==> config.mk <==
export PLATFORM = sky130hd
export DESIGN_NAME = pattern_transmitter_moore
export DESIGN_NICKNAME = d
export VERILOG_FILES = /design/src/rtl/pattern_transmitter_moore.sv
export SDC_FILE = /design/constraint.sdc
export NUM_CORES = 1
export LEC_CHECK = 0
export CORE_MARGIN = 2
export CORE_UTILIZATION = 25
export CTS_BUF_LIST = sky130_fd_sc_hd__clkbuf_8 sky130_fd_sc_hd__clkbuf_16
export CTS_CLUSTER_SIZE = 8
export DETAILED_ROUTE_END_ITERATION = 12
export SYNTH_ARGS = -nofsm -noshare
export SYNTH_HDL_FRONTEND = slang
export SYNTH_SLANG_ARGS = --single-unit
==> constraint.sdc <==
create_clock -name clk -period 3 [get_ports clk]
set_clock_uncertainty 0.15 [all_clocks]
set_input_delay 0.45 -clock clk [delete_from_list [all_inputs] [get_ports clk]]
set_output_delay 0.45 -clock clk [all_outputs]
set_load 0.01 [all_outputs]
==> src/rtl/pattern_transmitter_moore.sv <==
`default_nettype none
// ============================================================================
// Module      : pattern_transmitter_moore
// Description : Moore serial pattern generator. Sends PATTERN MSB-first a
//               programmable number of times with GAP idle zeros in between.
// Revision    : 1.0 - initial release
// ============================================================================
module pattern_transmitter_moore #(
    parameter int             LEN     = 6,
    parameter logic [LEN-1:0] PATTERN = 6'b011010,
    parameter int             GAP     = 2
) (
    input  logic       clk,
    input  logic       rst,
    input  logic       start,
    input  logic [3:0] reps,
    input  logic       abort,
    output logic       q,
    output logic       valid,
    output logic       busy,
    output logic       done
);

    localparam int                 IDX_W      = $clog2(LEN);
    localparam logic [IDX_W-1:0]   c_IDX_LAST = IDX_W'(LEN - 1);
    localparam logic [3:0]         c_GAP_LOAD = (GAP > 0) ? 4'(GAP - 1) : 4'd0;

    typedef enum logic [1:0] {
        S_IDLE = 2'd0,
        S_SEND = 2'd1,
        S_GAP  = 2'd2,
        S_DONE = 2'd3
    } state_t;

    state_t           r_state;
    state_t           w_state_nxt;
    logic [IDX_W-1:0] r_idx;
    logic [IDX_W-1:0] w_idx_nxt;
    logic [3:0]       r_rep_cnt;
    logic [3:0]       w_rep_nxt;
    logic [3:0]       r_gap_cnt;
    logic [3:0]       w_gap_nxt;

    always_ff @(posedge clk or negedge rst) begin
        if (!rst) begin
            r_state   <= S_IDLE;
            r_idx     <= '0;
            r_rep_cnt <= 4'd0;
            r_gap_cnt <= 4'd0;
        end else begin
            r_state   <= w_state_nxt;
            r_idx     <= w_idx_nxt;
            r_rep_cnt <= w_rep_nxt;
            r_gap_cnt <= w_gap_nxt;
        end
    end

    always_comb begin
        w_state_nxt = r_state;
        w_idx_nxt   = r_idx;
        w_rep_nxt   = r_rep_cnt;
        w_gap_nxt   = r_gap_cnt;
        q           = 1'b0;
        valid       = 1'b0;
        busy        = 1'b0;
        done        = 1'b0;

        case (r_state)
            S_IDLE: begin
                if (start && (reps != 4'd0)) begin
                    w_rep_nxt   = reps;
                    w_idx_nxt   = c_IDX_LAST;
                    w_state_nxt = S_SEND;
                end
            end
            S_SEND: begin
                q     = PATTERN[r_idx];
                valid = 1'b1;
                busy  = 1'b1;
                // Abort takes priority even over the final bit of the burst.
                if (abort) begin
                    w_state_nxt = S_IDLE;
                    w_idx_nxt   = '0;
                    w_rep_nxt   = 4'd0;
                end else if (r_idx != '0) begin
                    w_idx_nxt = r_idx - 1'b1;
                end else if (r_rep_cnt == 4'd1) begin
                    w_rep_nxt   = 4'd0;
                    w_state_nxt = S_DONE;
                end else begin
                    w_rep_nxt = r_rep_cnt - 4'd1;
                    if (GAP > 0) begin
                        w_gap_nxt   = c_GAP_LOAD;
                        w_state_nxt = S_GAP;
                    end else begin
                        w_idx_nxt = c_IDX_LAST;
                    end
                end
            end
            S_GAP: begin
                busy = 1'b1;
                if (abort) begin
                    w_state_nxt = S_IDLE;
                    w_rep_nxt   = 4'd0;
                    w_gap_nxt   = 4'd0;
                end else if (r_gap_cnt != 4'd0) begin
                    w_gap_nxt = r_gap_cnt - 4'd1;
                end else begin
                    w_idx_nxt   = c_IDX_LAST;
                    w_state_nxt = S_SEND;
                end
            end
            S_DONE: begin
                done        = 1'b1;
                w_state_nxt = S_IDLE;
            end
            default: begin
                w_state_nxt = S_IDLE;
            end
        endcase
    end

endmodule
`default_nettype wire

==> out/qor.yml, run 1 <==
setup_path:
  cpPeakStageDelay_ps: 540
  cpMostUsedCell: "inv_1"
  critPathCaptureType: "output pin"
  cp-start-kind: "flip-flop"
  r2r_end: "r_gap_cnt[2]"
  path_max_fanout: 6
  r2r_start: "r_rep_cnt[1]"
  reg2regPathDepth: 6
  crit_slowest_cell: "clkdlybuf4s50_1"
  path_cells: "inv_1, ha_1, inv_1, nor2_1, clkdlybuf4s50_1"
  worstSetupPathType: "flip-flop to output pin"
  critPathArrivalTime_ps: 1830
  r2r_slack_ps: 940
  crit_required_ps: 2400
clock_tree:
  cts_resized: 0
  clk_latency_ps: 240
  cts_buffers: 3
  clk_pin_slew_ps: 60
  root_buffer: "clkbuf_8"
  cts_setup_buffers: 0
  cts_sinks: 13
  cts_hold_buffers: 0
  clk_path_buf_depth: 2
  htreeDepth: 1
  tritoncts: "done"
grt:
  gr-total-overflow: 0
  grt.total_usage: 0.105
  grt_pass1_wl_um: 3610
  grt_pass1_vias: 841
  antenna_found_initial: 0
  grt_max_degree: 14
pwr:
  ir_drop_mv: 0.237
  power_w: 0.00117
  power_density_nw_per_um2: 992
  p_leak_nw: 0.525
cells_and_area:
  multi_input_area_sq_um: 598
  layout_common_cells: "inv_1 (13), dfrtp_1 (13), ha_1 (11), clkdlybuf4s50_1 (11), nor2_1 (9)"
  drive_above_1_share: 0.0598
  nets: 137
  regArea_sq_um: 325
  fill_cells: 392
  n_antenna_cell: 0
  area_growth_pct: 21.3
yosys:
  synth-edff-count: 0
  syn-cell-area_sq_um: 976
  ys_warn_count: 0
  synth_flop_cell: "dfrtp_1"
  syn-num-nets: 123
  synth_cell_type_count: 37
  ys_async_sr_fraction: 1.00
  yosysSeqAreaShare: 0.333
  avgSynthCellArea_sq_um: 9.38
  synthCells: 104
  ys_ff_latch: 13
placement:
  routabilityCongestion: 0.857
  io_buffers: 11
  dp_hpwl_um: 1650
timing:
  hold_violations: 0
  slew_headroom: 0.589
  min_period_over_period: 0.809
  fin_tns_setup_ps: 0
  finalCriticalPeriod_ps: 2430
  holdWs_ps: 349
  setup_viol: 0
  rsz0062_at_grt: "false"
  worst_slew_pin_slew_ps: 614
  fmax_mhz: 412
  finalMaxSlewViolations: 0
die:
  ios: 12
  dieArea_sq_um: 4420
  num_rows: 22
  start_util: 0.263
  die_x_um: 66.5
  fp.coreArea_sq_um: 3720
  die_y_um: 66.5
detailed_routing:
  wl_per_cell_um: 12.4
  ant_nets: 0
  first_pass_iters: 3
  vias: 782
  viasPerCell: 4.74
  drt_iter0_markers: 47
  drt_wl_total_um: 2050
  drc: 0
worst_hold_path:
  min_to: "r_idx[1]"
  hold_depth: 1
  holdCritPathClass: "flip-flop to flip-flop"
  hold_path.startpoint: "r_idx[1]"
run_status:
  status: "completed"
flow_run:
  max_cap_viol_count: 0
critical path, delay by kind of cell (launching register included):
family / cells / cell delay [ps]
adder cells (fa/ha/maj): 1 / 280
buffers and inverters: 3 / 770
AND/OR/NAND/NOR: 1 / 120
flip-flops: 1 / 400
cell families (layout without fill, tap and decap cells):
group / count (synthesis) / in the layout / synth area share
buffers and inverters: 14 / 27 / 0.0538
xor gates and xnor gates: 1 / 1 / 0.00898
and+or+nand+nor: 34 / 34 / 0.205
adders and majority gates: 11 / 11 / 0.141
muxes: 6 / 6 / 0.0641
AOI/OAI and AO/OA: 25 / 25 / 0.194
DFF: 13 / 13 / 0.333
layout make-up:
class                      instances  share of cell area
clock buffer                       3              0.0349
clock inverter                     1             0.00317
inverter                          12              0.0381
multi-input combinational         77               0.505
sequential                        13               0.275
tap                               48              0.0507
timing repair buffer              11              0.0930
registers in the layout, indices dropped and copies added, names as in the netlist:
signal     flops
r_rep_cnt      4
r_state        2
r_idx          3
r_gap_cnt      4
how the worst max path moves through the flow:
stage,from,end,slack (ps),cells after the start
floorplan,r_state[1],r_idx[0],1070,6
global placement,abort,r_idx[1],680,5
detailed placement,abort,r_gap_cnt[2],620,5
CTS,r_state[1],q,550,5
global route,r_state[1],q,420,5
finish,r_state[1],q,570,5
synthesized netlist by cell type (3+ instances only):
| library cell | count | area [sq um] |
|---|---|---|
| dfrtp_1 | 13 | 325 |
| mux2i_1 | 4 | 40.0 |
| o21ai_0 | 7 | 35.0 |
| nor2b_1 | 3 | 18.8 |
| ha_1 | 11 | 138 |
| nor2_1 | 9 | 33.8 |
| inv_1 | 12 | 45.0 |
| nand4_1 | 3 | 18.8 |
| nand2b_1 | 5 | 31.3 |
metrics by stage:
| stage | setup WS [ps] | cell area, sq um | util | std cells |
|---|---|---|---|---|
| floorplan | 1070 | 976 | - | 104 |
| global placement | 683 | 1140 | 0.306 | 161 |
| detailed placement | 616 | 1140 | 0.306 | 161 |
| CTS | 545 | 1180 | 0.319 | 165 |
| global route | 420 | 1180 | 0.319 | 165 |
| finish | 574 | 1180 | 0.319 | 165 |
power breakdown:
part	switching (W)	internal [W]	leakage (nW)
clock network	0.0000659	0.0000904	0.0269
logic	0.000375	0.000332	0.334
registers	0.0000612	0.000249	0.164
total	0.000502	0.000672	0.525
layer usage:
layer,global-route usage,vias to the layer above,share of wire
li1,-,397,-
met1,0.129,374,0.48
met2,0.183,9,0.47
met3,0.0236,2,0.041
met4,0.0306,0,0.0068
met5,0,-,0
No activity file was read; power rests on OpenSTA's default activity.
==> run 2: changes to the inputs <==
Clock period 3 ns to 2 ns, I/O delays scaled along.
==> run 2 against run 1 <==
Effect of this change: non-clock buffer count rose by 18; largest cell class unchanged; first-iteration DRC count fell by 34%; via count rose by 12%.
==> out/qor.yml, run 2 (synthesis gave the netlist of run 1 again) <==
timing:
  fin_tns_setup_ps: 0  # unchanged
  holdWs_ps: 302  # -47.3 ps
  fmax_mhz: 507
  hold_violations: 0  # unchanged
  setup_viol: 0  # unchanged
  slew_headroom: 0.568  # -0.0210
  finalMaxSlewViolations: 0  # unchanged
  finalCriticalPeriod_ps: 1970
  rsz0062_at_grt: "true"
  min_period_over_period: 0.985
  worst_slew_pin_slew_ps: 645  # +31.4 ps
cells_and_area:
  layout_common_cells: "buf_4 (18), dfrtp_1 (13), inv_1 (11), nor2_1 (9)"
  drive_above_1_share: 0.252  # +0.192
  n_antenna_cell: 0  # unchanged
  top_regs: "r_gap_cnt (4), r_rep_cnt (4), r_idx (3)"
  area_growth_pct: 39.1
  fin_cells: 183  # +11%
  final_common_cell: "buf_4"
  nets: 155  # +13%
die:
  die_y_um: 66.5  # unchanged
  fp.coreArea_sq_um: 3720  # unchanged
  dieArea_sq_um: 4420  # unchanged
  start_util: 0.263  # unchanged
  die_x_um: 66.5  # unchanged
  ios: 12  # unchanged
  num_rows: 22  # unchanged
placement:
  dp_hpwl_um: 1840  # +12%
  io_buffers: 11  # unchanged
  placed_cells: 176  # +9.3%
  routabilityCongestion: 0.871  # +1.6%
clock_tree:
  htreeDepth: 1  # unchanged
  cts_buffers: 3  # unchanged
  clk_pin_slew_ps: 60  # about the same
  root_buffer: "clkbuf_8"
  clk_latency_ps: 250  # about the same
  tritoncts: "done"
  cts_sinks: 13  # unchanged
  clk_path_buf_depth: 2  # unchanged
  cts_hold_buffers: 0  # unchanged
setup_path:
  crit_buf_inv: 1  # -2
  cpPeakStageDelay_ps: 390  # -150 ps
  cp-start-kind: "flip-flop"
  r2r_slack_ps: 30  # -910 ps
  r2r_start: "r_gap_cnt[1]"
  worstSetupPathType: "flip-flop to flip-flop"
  critPathTopFamily: "simple AND/OR/NAND/NOR gates"
  crit_required_ps: 1980  # -420 ps
  r2r_end: "r_idx[1]"
  crit_slowest_cell: "dfrtp_1"
  reg2regPathDepth: 6  # unchanged
  path_cells: "inv_2, ha_4, or3b_4, a211oi_4, nand2_2, mux2_4"
  crit_start: "r_gap_cnt[1]"
  critPathArrivalTime_ps: 1950  # +120 ps
  path_max_fanout: 3  # -3
  critPathCaptureType: "flip-flop"
detailed_routing:
  drt_iter0_markers: 31  # -34%
  wl_per_cell_um: 13.2  # +6.1%
  vias: 872  # +12%
  first_pass_iters: 4  # +1
  ant_nets: 0  # unchanged
  drc: 0  # unchanged
  drt_wl_total_um: 2410  # +18%
  viasPerCell: 4.77  # +0.54%
grt:
  grt_pass1_wl_um: 3930  # +8.8%
  grt_pass1_vias: 897  # +6.7%
  grt.total_usage: 0.118  # +0.0131
  antenna_found_initial: 0  # unchanged
  grt_max_degree: 14  # unchanged
  gr-total-overflow: 0  # unchanged
pwr:
  power_density_nw_per_um2: 1490  # +50%
  power_w: 0.00202  # +72%
  ir_drop_mv: 0.368  # +55%
  p_leak_nw: 0.630  # +20%
flow_run:
  max_cap_viol_count: 0  # unchanged
run_status:
  status: "completed"
worst_hold_path:
  holdCritPathClass: "input pin to asynchronous set/reset pin"
[run 2: worst max-delay path by stage]
stage / to / slack [ps] / cells past startpoint
floorplan: r_idx[0] / 70 / 6
global placement: r_idx[1] / -20 / 5
detailed placement: r_idx[1] / -100 / 5
CTS: r_idx[1] / 10 / 6
global route: r_idx[1] / -10 / 6
finish: r_idx[1] / 30 / 6
[run 2: power breakdown]
part	internal, W	switching (W)
registers	0.000374	0.0000923
logic	0.000674	0.000646
clock network	0.000136	0.000101
[run 2: cell type report]
class	instances	area, sq um
well taps	48	60.1
repair buffers	29	245
flip-flops and latches	13	325
inverters	12	45.0
fillers	385	2360
clock buffers	3	41.3
multi-input cells	77	637
clock inverters	1	3.75
[run 2: stage by stage]
stage	worst slack, ps	util	area [sq um]
after floorplan	69.0	-	976
after global placement	-23.6	0.337	1250
after detailed placement	-98.4	0.337	1250
after CTS	11.9	0.351	1300
after global routing	-11.6	0.365	1360
final	29.4	0.365	1360
[run 2: what timing repair did]
item / CTS / global route
gates resized for setup: 4 / 9
pin swaps: 1 / 3
buffers inserted: 0 / 3
endpoints found under the setup margin: 5 / 9
[run 2: routing by layer]
metal | track usage | vias up | wire length [um]
li1 | - | 437 | -
met1 | 0.134 | 414 | 1080
met2 | 0.210 | 16 | 1190
met3 | 0.0220 | 5 | 89
met4 | 0.0612 | 0 | 49
met5 | 0 | - | 0
